--- src/rtl/imem_loader_pkg.sv ---
// Shared types and constants for the instruction-memory boot loader.
// The checksum trailer is enabled by defining LOADER_CHECKSUM_EN.
package loader_pkg;

    typedef enum logic [2:0] {
        S_IDLE,
        S_HDR0,
        S_HDR1,
        S_DATA,
        S_WRITE,
        S_CSUM,
        S_DONE,
        S_ERR
    } state_t;

    localparam int HDR_BYTES  = 2;
    localparam int WORD_BYTES = 4;
    localparam int COUNT_W    = 16;
    localparam int CSUM_W     = 32;
    localparam int LANE_W     = $clog2(WORD_BYTES);
    localparam int SHIFT_W    = 8 * (WORD_BYTES - 1);

    // Byte address of word idx; the word count is bounded well below 2**62.
    function automatic logic [63:0] word_addr(input logic [63:0]        base,
                                              input logic [COUNT_W-1:0] idx);
        return base + {46'd0, idx, 2'b00};
    endfunction

endpackage

--- src/rtl/imem_loader_byte_packer.sv ---
// Assembles a little-endian 32-bit word from four accepted bytes.
// The word is presented combinationally together with the 4th byte.
module byte_packer
    import loader_pkg::*;
(
    input  logic                i_clk,
    input  logic                i_arst_n,
    input  logic                i_clear,
    input  logic                i_valid,
    input  logic [7:0]          i_data,
    output logic [CSUM_W-1:0]   o_word,
    output logic                o_word_valid
);

    logic [LANE_W-1:0]  r_lane;
    logic [SHIFT_W-1:0] r_shift;

    always_ff @(posedge i_clk or negedge i_arst_n) begin
        if (!i_arst_n) begin
            r_lane  <= '0;
            r_shift <= '0;
        end else if (i_clear) begin
            r_lane  <= '0;
            r_shift <= '0;
        end else if (i_valid) begin
            r_lane  <= r_lane + 1'b1;
            r_shift <= {i_data, r_shift[SHIFT_W-1:8]};
        end
    end

    assign o_word       = {i_data, r_shift};
    assign o_word_valid = i_valid && (r_lane == LANE_W'(WORD_BYTES - 1));

endmodule

--- src/rtl/imem_loader.sv ---
// Boot loader: byte stream -> little-endian words -> instruction memory, then cpu enable.
// Define LOADER_CHECKSUM_EN to require a 32-bit sum trailer after the data words.
module imem_loader
    import loader_pkg::*;
#(
    parameter logic [63:0] BASE_ADDR = 64'h0,
    parameter int          MAX_WORDS = 512
) (
    input  logic                i_clk,
    input  logic                i_arst_n,
    input  logic                i_start,
    input  logic                i_s_valid,
    input  logic [7:0]          i_s_data,
    output logic                o_s_ready,
    output logic [63:0]         o_addr_ext,
    output logic                o_wen_ext,
    output logic                o_ren_ext,
    output logic [31:0]         o_wdata_ext,
    output logic                o_cpu_enable,
    output logic                o_busy,
    output logic                o_done,
    output logic                o_error,
    output logic [COUNT_W-1:0]  o_words_loaded
);

    localparam logic [COUNT_W-1:0] MAX_N = COUNT_W'(MAX_WORDS);

`ifdef LOADER_CHECKSUM_EN
    localparam state_t EMPTY_NEXT = S_CSUM;
    localparam state_t LAST_NEXT  = S_CSUM;
`else
    localparam state_t EMPTY_NEXT = S_DONE;
    localparam state_t LAST_NEXT  = S_DONE;
`endif

    state_t             r_state;
    state_t             w_state_next;
    logic [7:0]         r_hdr_lo;
    logic [COUNT_W-1:0] r_count_n;
    logic [COUNT_W-1:0] r_words_loaded;
    logic [63:0]        r_addr;
    logic [31:0]        r_wdata;

    logic               w_xfer;
    logic               w_start_go;
    logic               w_pack_valid;
    logic               w_word_valid;
    logic               w_last_word;
    logic [CSUM_W-1:0]  w_word;
    logic [COUNT_W-1:0] w_hdr_n;

    assign o_s_ready    = (r_state == S_HDR0) || (r_state == S_HDR1) ||
                          (r_state == S_DATA) || (r_state == S_CSUM);
    assign w_xfer       = i_s_valid && o_s_ready;
    assign w_start_go   = i_start && ((r_state == S_IDLE) || (r_state == S_DONE) ||
                                      (r_state == S_ERR));
    assign w_hdr_n      = {i_s_data, r_hdr_lo};
    assign w_last_word  = (r_words_loaded + 16'd1) == r_count_n;
    assign w_pack_valid = w_xfer && ((r_state == S_DATA) || (r_state == S_CSUM));

    // Header bytes bypass the packer, so data and trailer both start on lane 0.
    byte_packer u_packer (
        .i_clk        (i_clk),
        .i_arst_n     (i_arst_n),
        .i_clear      (w_start_go),
        .i_valid      (w_pack_valid),
        .i_data       (i_s_data),
        .o_word       (w_word),
        .o_word_valid (w_word_valid)
    );

`ifdef LOADER_CHECKSUM_EN
    logic [CSUM_W-1:0] r_csum;

    always_ff @(posedge i_clk or negedge i_arst_n) begin
        if (!i_arst_n) begin
            r_csum <= '0;
        end else if (w_start_go) begin
            r_csum <= '0;
        end else if (r_state == S_WRITE) begin
            r_csum <= r_csum + r_wdata;
        end
    end
`endif

    always_ff @(posedge i_clk or negedge i_arst_n) begin
        if (!i_arst_n) begin
            r_state <= S_IDLE;
        end else begin
            r_state <= w_state_next;
        end
    end

    always_comb begin
        w_state_next = r_state;
        case (r_state)
            S_IDLE, S_DONE, S_ERR: begin
                if (w_start_go) begin
                    w_state_next = S_HDR0;
                end
            end
            S_HDR0: begin
                if (i_s_valid) begin
                    w_state_next = S_HDR1;
                end
            end
            S_HDR1: begin
                if (i_s_valid) begin
                    if (w_hdr_n == '0) begin
                        w_state_next = EMPTY_NEXT;
                    end else if (w_hdr_n > MAX_N) begin
                        w_state_next = S_ERR;
                    end else begin
                        w_state_next = S_DATA;
                    end
                end
            end
            S_DATA: begin
                if (w_word_valid) begin
                    w_state_next = S_WRITE;
                end
            end
            S_WRITE: begin
                w_state_next = w_last_word ? LAST_NEXT : S_DATA;
            end
`ifdef LOADER_CHECKSUM_EN
            S_CSUM: begin
                if (w_word_valid) begin
                    w_state_next = (w_word == r_csum) ? S_DONE : S_ERR;
                end
            end
`endif
            default: begin
                w_state_next = S_IDLE;
            end
        endcase
    end

    always_ff @(posedge i_clk or negedge i_arst_n) begin
        if (!i_arst_n) begin
            r_hdr_lo       <= '0;
            r_count_n      <= '0;
            r_words_loaded <= '0;
            r_addr         <= '0;
            r_wdata        <= '0;
        end else begin
            if (w_start_go) begin
                r_count_n      <= '0;
                r_words_loaded <= '0;
            end
            if ((r_state == S_HDR0) && w_xfer) begin
                r_hdr_lo <= i_s_data;
            end
            if ((r_state == S_HDR1) && w_xfer) begin
                r_count_n <= w_hdr_n;
            end
            // Address and data are captured with the 4th byte so WRITE only strobes.
            if ((r_state == S_DATA) && w_word_valid) begin
                r_addr  <= word_addr(BASE_ADDR, r_words_loaded);
                r_wdata <= w_word;
            end
            if (r_state == S_WRITE) begin
                r_words_loaded <= r_words_loaded + 16'd1;
            end
        end
    end

    assign o_addr_ext     = r_addr;
    assign o_wdata_ext    = r_wdata;
    assign o_wen_ext      = (r_state == S_WRITE);
    assign o_ren_ext      = 1'b0;
    assign o_cpu_enable   = (r_state == S_DONE);
    assign o_done         = (r_state == S_DONE);
    assign o_error        = (r_state == S_ERR);
    assign o_busy         = (r_state == S_HDR0) || (r_state == S_HDR1) || (r_state == S_DATA) ||
                            (r_state == S_WRITE) || (r_state == S_CSUM);
    assign o_words_loaded = r_words_loaded;

endmodule

--- config.mk ---
export PLATFORM = sky130hd
export DESIGN_NAME = imem_loader
export DESIGN_NICKNAME = d
export VERILOG_FILES = /design/src/rtl/imem_loader_pkg.sv /design/src/rtl/imem_loader_byte_packer.sv /design/src/rtl/imem_loader.sv
export SDC_FILE = /design/constraint.sdc
export NUM_CORES = 1
export LEC_CHECK = 0
export ABC_AREA = 1
export BUFFER_PORTS_ARGS = -buffer_cell sky130_fd_sc_hd__buf_2
export CAP_MARGIN = 25
export CORE_MARGIN = 2
export CORE_UTILIZATION = 50
export CTS_CLUSTER_DIAMETER = 60
export DETAILED_ROUTE_END_ITERATION = 6
export PLACE_DENSITY = 0.8
export SETUP_SLACK_MARGIN = 0.1
export SYNTH_ARGS = -nofsm -noshare
export SYNTH_HDL_FRONTEND = slang
export SYNTH_SLANG_ARGS = --single-unit
--- constraint.sdc ---
create_clock -name i_clk -period 3.5 [get_ports i_clk]
set_clock_uncertainty 0.15 [all_clocks]
set_input_delay 0.7 -clock i_clk [delete_from_list [all_inputs] [get_ports i_clk]]
set_output_delay 0.7 -clock i_clk [all_outputs]
set_load 0.02 [all_outputs]
==> metrics.txt, run 1 <==
# TYPE chip_impl_metric gauge
chip_impl_metric{name="maxClockFrequency",unit="MHz"} 312.9
chip_impl_info{name="unrepaired_setup_endpoints_after_global_routing",value="false"} 1
chip_impl_metric{name="pwr-share-comb",unit=""} 0.280
chip_impl_metric{name="setup-tns-final",unit="ps"} 0
chip_impl_metric{name="fill_cells",unit=""} 945
chip_impl_metric{name="period_minus_slack",unit="ps"} 3196
chip_impl_metric{name="nNetsFinal",unit=""} 749
chip_impl_metric{name="route.antenna.remaining_nets",unit=""} 0
chip_impl_metric{name="total_power",unit="mW"} 4.906
chip_impl_metric{name="synth_edf_count",unit=""} 0
chip_impl_metric{name="remaining_global_route_overflow",unit=""} 0
chip_impl_info{name="worst_setup_path_start_kind",value="register"} 1
chip_impl_metric{name="pin_count_of_the_biggest_net_entering_global_routing",unit=""} 68
chip_impl_info{name="timing.critical_path.to_type",value="primary output"} 1
chip_impl_info{name="ys_dominant_reg_cell",value="sky130_fd_sc_hd__dfrtp_1"} 1
chip_impl_metric{name="cts_resized",unit=""} 0
chip_impl_metric{name="switching_power",unit="mW"} 1.767
chip_impl_metric{name="remaining_drc_errors",unit=""} 0
chip_impl_metric{name="power.internal",unit="mW"} 3.139
chip_impl_metric{name="drive_gt1_frac",unit=""} 0.1898
chip_impl_metric{name="slew-limit-headroom",unit=""} 0.5014
chip_impl_metric{name="cts_buffers",unit=""} 17
chip_impl_metric{name="chipHeight",unit="µm"} 109.8
chip_impl_metric{name="synth.lib_cells_used.distinct",unit=""} 31
chip_impl_metric{name="via_count",unit=""} 4693
chip_impl_info{name="worstSetupStartpoint",value="r_state[0]"} 1
chip_impl_metric{name="initial_antenna_violation_count",unit=""} 0
chip_impl_metric{name="ctsLongestPathBuffers",unit=""} 2
chip_impl_metric{name="cap_violations",unit=""} 0
chip_impl_metric{name="placeableCoreArea",unit="mm²"} 0.01089
chip_impl_info{name="clock_tree_from_tritoncts",value="yes"} 1
chip_impl_metric{name="worst_r2r_path_depth",unit=""} 7
chip_impl_metric{name="synthCells",unit=""} 656
chip_impl_metric{name="final_max_slew_viol_count",unit=""} 0
chip_impl_metric{name="first_iter_violations",unit=""} 425
chip_impl_metric{name="detailedPlacementHpwl",unit="µm"} 9143
chip_impl_metric{name="synth-async-reset-ratio",unit=""} 1.000
chip_impl_metric{name="switching_share",unit=""} 0.3601
chip_impl_info{name="layout_commonest_cell",value="sky130_fd_sc_hd__nand2_1"} 1
chip_impl_metric{name="num_io_pins",unit=""} 131
chip_impl_metric{name="grt_util_all_layers",unit=""} 0.2446
chip_impl_info{name="outcome",value="finished clean"} 1
chip_impl_info{name="clock_tree.root_cell",value="sky130_fd_sc_hd__clkbuf_8"} 1
chip_impl_metric{name="post-cts-setup-buffer-count",unit=""} 0
chip_impl_metric{name="reg2reg_slack",unit="ps"} 560
chip_impl_metric{name="worst_ep_required_time",unit="ps"} 2650
chip_impl_metric{name="vias_per_cell",unit=""} 5.285
chip_impl_metric{name="synthesis.area",unit="mm²"} 0.005600
chip_impl_metric{name="via_count_of_the_first_global_routing_pass",unit=""} 4534
chip_impl_metric{name="critical_path_arrival",unit="ps"} 2350
chip_impl_metric{name="cts.sinks",unit=""} 117
chip_impl_metric{name="synth.ff_latch_count",unit=""} 117
chip_impl_metric{name="place.gp.congestion",unit=""} 0.9085
chip_impl_metric{name="routed_wirelength",unit="µm"} 13550
chip_impl_metric{name="final-hold-violation-count",unit=""} 0
chip_impl_metric{name="avgSynthCellArea",unit="µm²"} 8.537
chip_impl_metric{name="power_density",unit="mW/mm²"} 755.4
chip_impl_metric{name="routed_wire_length_per_instance",unit="µm"} 15.26
chip_impl_info{name="timing.setup.critical_path_class",value="register to primary output"} 1
chip_impl_metric{name="cts.reportedPaths.clkPinSlew",unit="ps"} 60
chip_impl_metric{name="seq_area",unit="mm²"} 0.002928
chip_impl_metric{name="multi_input_area",unit="mm²"} 0.002032
chip_impl_info{name="crit-reg2reg-launch",value="r_state[0]"} 1
chip_impl_metric{name="share_seq_of_total_power",unit=""} 0.369
chip_impl_info{name="timing.rr.end",value="u_packer.r_shift[0]"} 1
chip_impl_metric{name="crit_path_max_fanout",unit=""} 12
chip_impl_metric{name="first_pass_iters",unit=""} 6
chip_impl_metric{name="holdBufCountCts",unit=""} 0
chip_impl_info{name="hold_path_class",value="input port to async pin"} 1
chip_impl_metric{name="irDropWorstVdd",unit="V"} 0.0004492
chip_impl_metric{name="global_route_wire_length_before_repair",unit="µm"} 22240
chip_impl_metric{name="clock_power_share",unit=""} 0.351
chip_impl_metric{name="cts_max_level",unit=""} 4
chip_impl_metric{name="antenna_cells",unit=""} 0
chip_impl_metric{name="ys_warn_count",unit=""} 0
chip_impl_metric{name="synth.yosys.seq_area_share",unit=""} 0.5228
chip_impl_metric{name="area_overhead_vs_synth",unit="%"} 15.97
chip_impl_metric{name="numPortBuffers",unit=""} 81
chip_impl_metric{name="finalSetupViolCount",unit=""} 0
chip_impl_metric{name="die_area",unit="mm²"} 0.01206
chip_impl_metric{name="p_leak",unit="nW"} 3.335
chip_impl_info{name="layout.cells.most_common_list",value="sky130_fd_sc_hd__nand2_1, sky130_fd_sc_hd__dfrtp_1, sky130_fd_sc_hd__inv_1, sky130_fd_sc_hd__buf_2, sky130_fd_sc_hd__o21ai_1"} 1
chip_impl_metric{name="initial_utilization",unit=""} 0.5144
chip_impl_metric{name="post-route-period-util",unit=""} 0.9131
chip_impl_metric{name="die_width",unit="µm"} 109.8
chip_impl_metric{name="clock_network_latency_to_the_later_pin_of_the_worst_skew_pair",unit="ps"} 530
chip_impl_metric{name="worst_slew_pin_slew",unit="ps"} 746.1
chip_impl_metric{name="num_rows",unit=""} 38
-- through the flow --
step	area, µm²	worst slack, ps	hold slack [ps]	util	instances
2_1_floorplan	5781	1321	254.4	-	704
3_3_place_gp	5904	802.0	311.6	0.5423	856
3_5_place_dp	5904	704.6	319.9	0.5423	856
4_1_cts	6495	355.2	67.78	0.5965	888
5_1_grt	6495	210.5	116.7	0.5965	888
6_report	6495	304.0	56.52	0.5965	888
-- flip-flops by register name, summed over array words and instances, names as in the netlist --
signal and flops:
o_wdata_ext 32, r_hdr_lo 8, r_count_n 16, o_words_loaded 16, u_packer.r_shift 24, r_state 3
u_packer.r_lane 2, o_addr_ext 16
-- kinds of logic after synthesis --
kind of cell / count (synthesis) / share of synthesized area
adders and majority gates: 2 / 0.004468
xor gates and xnor gates: 2 / 0.003128
AOI/OAI and AO/OA: 123 / 0.1197
other: 1 / 0.0006696
DFF: 117 / 0.5228
buffers and inverters: 159 / 0.1466
and+or+nand+nor: 252 / 0.2026
-- power groups by stage --
stage | Combinational [mW] | Sequential, mW | Clock [mW]
2_1_floorplan | 1.02 | 1.83 | 0
3_3_place_gp | 1.30 | 1.81 | 0
3_5_place_dp | 1.33 | 1.83 | 0
4_1_cts | 1.37 | 1.81 | 1.74
5_1_grt | 1.55 | 1.84 | 1.80
6_report | 1.38 | 1.81 | 1.72
-- Yosys cell counts, types with 6 or more instances --
| library cell | instances | area, µm² |
|---|---|---|
| sky130_fd_sc_hd__nor2_2 | 7 | 43.79 |
| sky130_fd_sc_hd__nand3_1 | 44 | 220.2 |
| sky130_fd_sc_hd__o21ai_0 | 30 | 150.1 |
| sky130_fd_sc_hd__nand2_1 | 153 | 574.3 |
| sky130_fd_sc_hd__o21ai_1 | 51 | 255.2 |
| sky130_fd_sc_hd__o22ai_1 | 38 | 237.7 |
| sky130_fd_sc_hd__nand2_2 | 6 | 37.54 |
| sky130_fd_sc_hd__clkbuf_1 | 8 | 30.03 |
| sky130_fd_sc_hd__dfrtp_1 | 117 | 2928 |
| sky130_fd_sc_hd__buf_4 | 53 | 397.9 |
| sky130_fd_sc_hd__nand4_1 | 11 | 68.82 |
| sky130_fd_sc_hd__nor2_1 | 19 | 71.32 |
| sky130_fd_sc_hd__buf_2 | 7 | 35.03 |
| sky130_fd_sc_hd__inv_1 | 81 | 304.0 |
-- how the worst max path moves through the flow --
stage,end,cells after the start
after global placement,u_packer.r_shift[4],7
after global routing,o_busy,6
final,o_busy,6
after CTS,o_busy,6
after detailed placement,u_packer.r_shift[5],7
after floorplan,o_done,4
-- routing by layer --
layer	GRT usage	share of wire	vias up	wire (µm)
met1	0.3088	0.42	2234	5647
met5	0	0	-	0
met2	0.3909	0.48	221	6477
li1	-	-	2191	-
met4	0.1085	0.038	0	513
met3	0.07054	0.068	47	915
-- critical path, cell delays in order, from the launching register on --
cell	delay, ps
sky130_fd_sc_hd__dfrtp_1	470
sky130_fd_sc_hd__nor2_1	70
sky130_fd_sc_hd__nand2_1	380
sky130_fd_sc_hd__inv_1	360
sky130_fd_sc_hd__nor2_2	280
sky130_fd_sc_hd__inv_1	90
sky130_fd_sc_hd__buf_2	170
-- final cells by class --
| type | instances | area share |
|---|---|---|
| multi-input combinational | 428 | 0.3128 |
| clock buffer | 20 | 0.06704 |
| inverter | 87 | 0.05028 |
| sequential | 117 | 0.4508 |
| timing repair buffer | 84 | 0.06819 |
| clock inverter | 12 | 0.02389 |
| tap | 140 | 0.02697 |
(Power assumes the default switching activity.)
==> run 2: changes to the inputs <==
Settings changed: ABC_AREA 1 to unset, SETUP_SLACK_MARGIN 0.1 to 0.2.
==> run 2 against run 1 <==
Maximum frequency increased by 11%. Utilization decreased by 0.56 points. Global-route usage decreased by 3.5 points. Non-clock buffer count increased by 5. Sequential power increased by 10%. Final area increased by 3.0%. Critical endpoint is now o_wen_ext. Highest routed layer unchanged.
==> metrics.txt, run 2 <==
# TYPE chip_impl_metric gauge
chip_impl_metric{name="grt_use_met3",unit=""} 0.04046
chip_impl_metric{name="finalSetupViolCount",unit=""} 0
chip_impl_info{name="worst_setup_path_start_kind",value="register"} 1
chip_impl_metric{name="die_area",unit="mm²"} 0.01238
chip_impl_metric{name="cts_buffers",unit=""} 17
chip_impl_metric{name="avgSynthCellArea",unit="µm²"} 10.02
chip_impl_metric{name="cts.reportedPaths.clkPinSlew",unit="ps"} 50
chip_impl_info{name="path_cells",value="nor2_1, nand2_1, inv_1, buf_2"} 1
chip_impl_metric{name="maxClockFrequency",unit="MHz"} 346.2
chip_impl_info{name="layout_commonest_cell",value="sky130_fd_sc_hd__dfrtp_1"} 1
chip_impl_metric{name="num_io_pins",unit=""} 131
chip_impl_info{name="synthMostInstantiatedCell",value="sky130_fd_sc_hd__dfrtp_1"} 1
chip_impl_metric{name="worstPathBufferInverterCount",unit=""} 2
chip_impl_metric{name="power_density",unit="mW/mm²"} 773.8
chip_impl_metric{name="largest_register_ff_count",unit=""} 32
chip_impl_metric{name="route.antenna.remaining_nets",unit=""} 0
chip_impl_metric{name="final_max_slew_viol_count",unit=""} 0
chip_impl_metric{name="synth.lib_cells_used.distinct",unit=""} 46
chip_impl_metric{name="num_rows",unit=""} 39
chip_impl_info{name="worst_path_dominant_cell_family",value="simple AND/OR/NAND/NOR gates"} 1
chip_impl_metric{name="critical_path_arrival",unit="ps"} 2040
chip_impl_metric{name="final-hold-violation-count",unit=""} 0
chip_impl_info{name="cp_slowest_cell",value="sky130_fd_sc_hd__dfrtp_1"} 1
chip_impl_metric{name="global_route.usage.met1",unit=""} 0.2800
chip_impl_metric{name="worst_slew_pin_slew",unit="ps"} 904.3
chip_impl_info{name="top_usage_layer",value="met2"} 1
chip_impl_metric{name="post-route-period-util",unit=""} 0.8252
chip_impl_metric{name="initial_antenna_violation_count",unit=""} 0
chip_impl_metric{name="period_minus_slack",unit="ps"} 2888
chip_impl_metric{name="ys_warn_count",unit=""} 0
chip_impl_metric{name="cts.sinks",unit=""} 117
chip_impl_metric{name="worst_r2r_path_depth",unit=""} 7
chip_impl_metric{name="first_pass_iters",unit=""} 6
chip_impl_info{name="clock_tree.root_cell",value="sky130_fd_sc_hd__clkbuf_16"} 1
chip_impl_info{name="timing.critical_path.to_type",value="primary output"} 1
chip_impl_metric{name="routed_wire_length_per_instance",unit="µm"} 15.94
chip_impl_metric{name="cap_violations",unit=""} 0
chip_impl_metric{name="cts_resized",unit=""} 0
chip_impl_info{name="synthTopCellsByCount",value="sky130_fd_sc_hd__dfrtp_1, sky130_fd_sc_hd__nand2_1, sky130_fd_sc_hd__mux2_2, sky130_fd_sc_hd__buf_4, sky130_fd_sc_hd__o21ai_0"} 1
chip_impl_metric{name="worst_ep_required_time",unit="ps"} 2650
chip_impl_metric{name="area_overhead_vs_synth",unit="%"} 16.29
chip_impl_metric{name="antenna_cells",unit=""} 0
chip_impl_metric{name="vias_per_cell",unit=""} 5.436
chip_impl_metric{name="p_leak",unit="nW"} 3.414
chip_impl_metric{name="reg2reg_slack",unit="ps"} 850
chip_impl_metric{name="chipHeight",unit="µm"} 111.3
chip_impl_metric{name="numPortBuffers",unit=""} 81
chip_impl_metric{name="synth_edf_count",unit=""} 0
chip_impl_metric{name="nNetsFinal",unit=""} 660
chip_impl_metric{name="crit_path_max_fanout",unit=""} 22
chip_impl_metric{name="fill_cells",unit=""} 927
chip_impl_info{name="clock_tree_from_tritoncts",value="yes"} 1
chip_impl_metric{name="irDropWorstVdd",unit="V"} 0.0004592
chip_impl_metric{name="ctsLongestPathBuffers",unit=""} 2
chip_impl_info{name="timing.setup.critical_path_class",value="register to primary output"} 1
chip_impl_info{name="outcome",value="finished clean"} 1
chip_impl_metric{name="remaining_drc_errors",unit=""} 0
chip_impl_metric{name="via_count",unit=""} 4349
chip_impl_metric{name="clock_network_latency_to_the_later_pin_of_the_worst_skew_pair",unit="ps"} 410
chip_impl_metric{name="place.gp.congestion",unit=""} 0.8903
chip_impl_metric{name="cts_max_level",unit=""} 4
chip_impl_info{name="hold_path_class",value="input port to async pin"} 1
chip_impl_metric{name="die_width",unit="µm"} 111.3
chip_impl_metric{name="first_iter_violations",unit=""} 272
chip_impl_metric{name="placeableCoreArea",unit="mm²"} 0.01132
chip_impl_metric{name="remaining_global_route_overflow",unit=""} 0
chip_impl_metric{name="grt.met2_usage",unit=""} 0.3317
chip_impl_metric{name="synth_top_area_frac",unit=""} 0.5089
chip_impl_metric{name="routed_wirelength",unit="µm"} 12760
chip_impl_metric{name="synth.ff_latch_count",unit=""} 117
chip_impl_metric{name="global_route_wire_length_before_repair",unit="µm"} 20690
chip_impl_metric{name="synth-async-reset-ratio",unit=""} 1.000
chip_impl_info{name="crit-reg2reg-launch",value="r_state[0]"} 1
chip_impl_metric{name="initial_utilization",unit=""} 0.5082
chip_impl_metric{name="holdBufCountCts",unit=""} 0
chip_impl_info{name="synthTopCellsByArea",value="sky130_fd_sc_hd__dfrtp_1, sky130_fd_sc_hd__mux2_2, sky130_fd_sc_hd__nand2_1"} 1
chip_impl_metric{name="synthesis.area",unit="mm²"} 0.005753
chip_impl_info{name="timing.rr.end",value="o_words_loaded[11]"} 1
chip_impl_info{name="synthDominantAreaCellType",value="sky130_fd_sc_hd__dfrtp_1"} 1
chip_impl_metric{name="via_count_of_the_first_global_routing_pass",unit=""} 4147
chip_impl_metric{name="slew-limit-headroom",unit=""} 0.3972
chip_impl_info{name="layout.cells.most_common_list",value="sky130_fd_sc_hd__dfrtp_1, sky130_fd_sc_hd__nand2_1, sky130_fd_sc_hd__buf_2, sky130_fd_sc_hd__mux2_2, sky130_fd_sc_hd__conb_1"} 1
chip_impl_metric{name="seq_area",unit="mm²"} 0.002928
chip_impl_metric{name="multi_input_area",unit="mm²"} 0.002471
chip_impl_info{name="ys_dominant_reg_cell",value="sky130_fd_sc_hd__dfrtp_1"} 1
chip_impl_metric{name="pin_count_of_the_biggest_net_entering_global_routing",unit=""} 72
chip_impl_metric{name="grt_util_all_layers",unit=""} 0.2093
chip_impl_metric{name="post-cts-setup-buffer-count",unit=""} 0
chip_impl_metric{name="synthCells",unit=""} 574
chip_impl_info{name="worstSetupStartpoint",value="r_state[0]"} 1
chip_impl_info{name="unrepaired_setup_endpoints_after_global_routing",value="false"} 1
chip_impl_metric{name="timing.critical_path.slowest_cell_delay",unit="ps"} 630
chip_impl_metric{name="drive_gt1_frac",unit=""} 0.2785
chip_impl_metric{name="setup-tns-final",unit="ps"} 0
chip_impl_metric{name="finalHoldWorstSlack",unit="ps"} 159.7
chip_impl_metric{name="detailedPlacementHpwl",unit="µm"} 8504
chip_impl_metric{name="synth.yosys.seq_area_share",unit=""} 0.5089
==> run 2: changes by cell type after synthesis, sizes merged, moves of 12 or more <==
cell	previous run	this run
a21oi	3	15
inv	85	4
mux2	0	56
nand2	160	116
nand3	47	29
nor2	30	18
o21ai	81	44
o22ai	38	2
xnor2	0	13
==> run 2: logic make-up after synthesis <==
family                     synth area share
muxes                                0.1096
buffers and inverters               0.09569
DFF                                  0.5089
AOI/OAI and AO/OA                   0.08221
other                             0.0006518
adders and majority gates          0.004349
and+or+nand+nor                      0.1636
xor gates and xnor gates            0.03501
==> run 2: final cells by class <==
type	instances	share of cell area
Sequential cell	117	0.4376
Multi-Input combinational cell	417	0.3694
Clock buffer	23	0.07443
Timing Repair Buffer	89	0.07182
Tap cell	143	0.02674
Clock inverter	7	0.01777
Inverter	4	0.002244
==> run 2: through the flow <==
stage	std cells	setup WS (ps)	utilization	instance area, µm²	power, mW
after global placement	770	972.2	0.5365	6073	3.311
after detailed placement	770	882.0	0.5365	6073	3.384
after global routing	800	506.6	0.5910	6690	5.448
final	800	611.8	0.5910	6690	5.177
after floorplan	622	1311	-	5933	2.983
after CTS	800	647.1	0.5910	6690	5.193
==> run 2: report_power, final <==
part	switching, mW	internal [mW]	leakage (nW)
combinational	0.864	0.525	1.53
sequential	0.309	1.69	1.58
clock	0.579	1.21	0.298
==> run 2: per-layer routing <==
| metal | vias up | part of all wire |
|---|---|---|
| met5 | - | 0 |
| met4 | 0 | 0.019 |
| met3 | 23 | 0.060 |
| met2 | 186 | 0.50 |
| met1 | 2133 | 0.42 |
| li1 | 2007 | - |
==> run 2: how the worst max path moves through the flow <==
stage	endpoint	slack [ps]	cells after the start
3_3_place_gp	o_wdata_ext[15]	970	5
5_1_grt	o_wen_ext	510	4
3_5_place_dp	o_wdata_ext[17]	880	5
6_report	o_wen_ext	610	4
2_1_floorplan	r_state[2]	1310	8
4_1_cts	o_wen_ext	650	4
==> run 2: worst reg2reg max path: cells and delay by family, from the launching register on <==
| kind | cells | cell delay [ps] |
|---|---|---|
| DFF | 1 | 630 |
| buffers and inverters | 2 | 350 |
| and+or+nand+nor | 3 | 1140 |
| AOI/OAI and AO/OA | 2 | 270 |
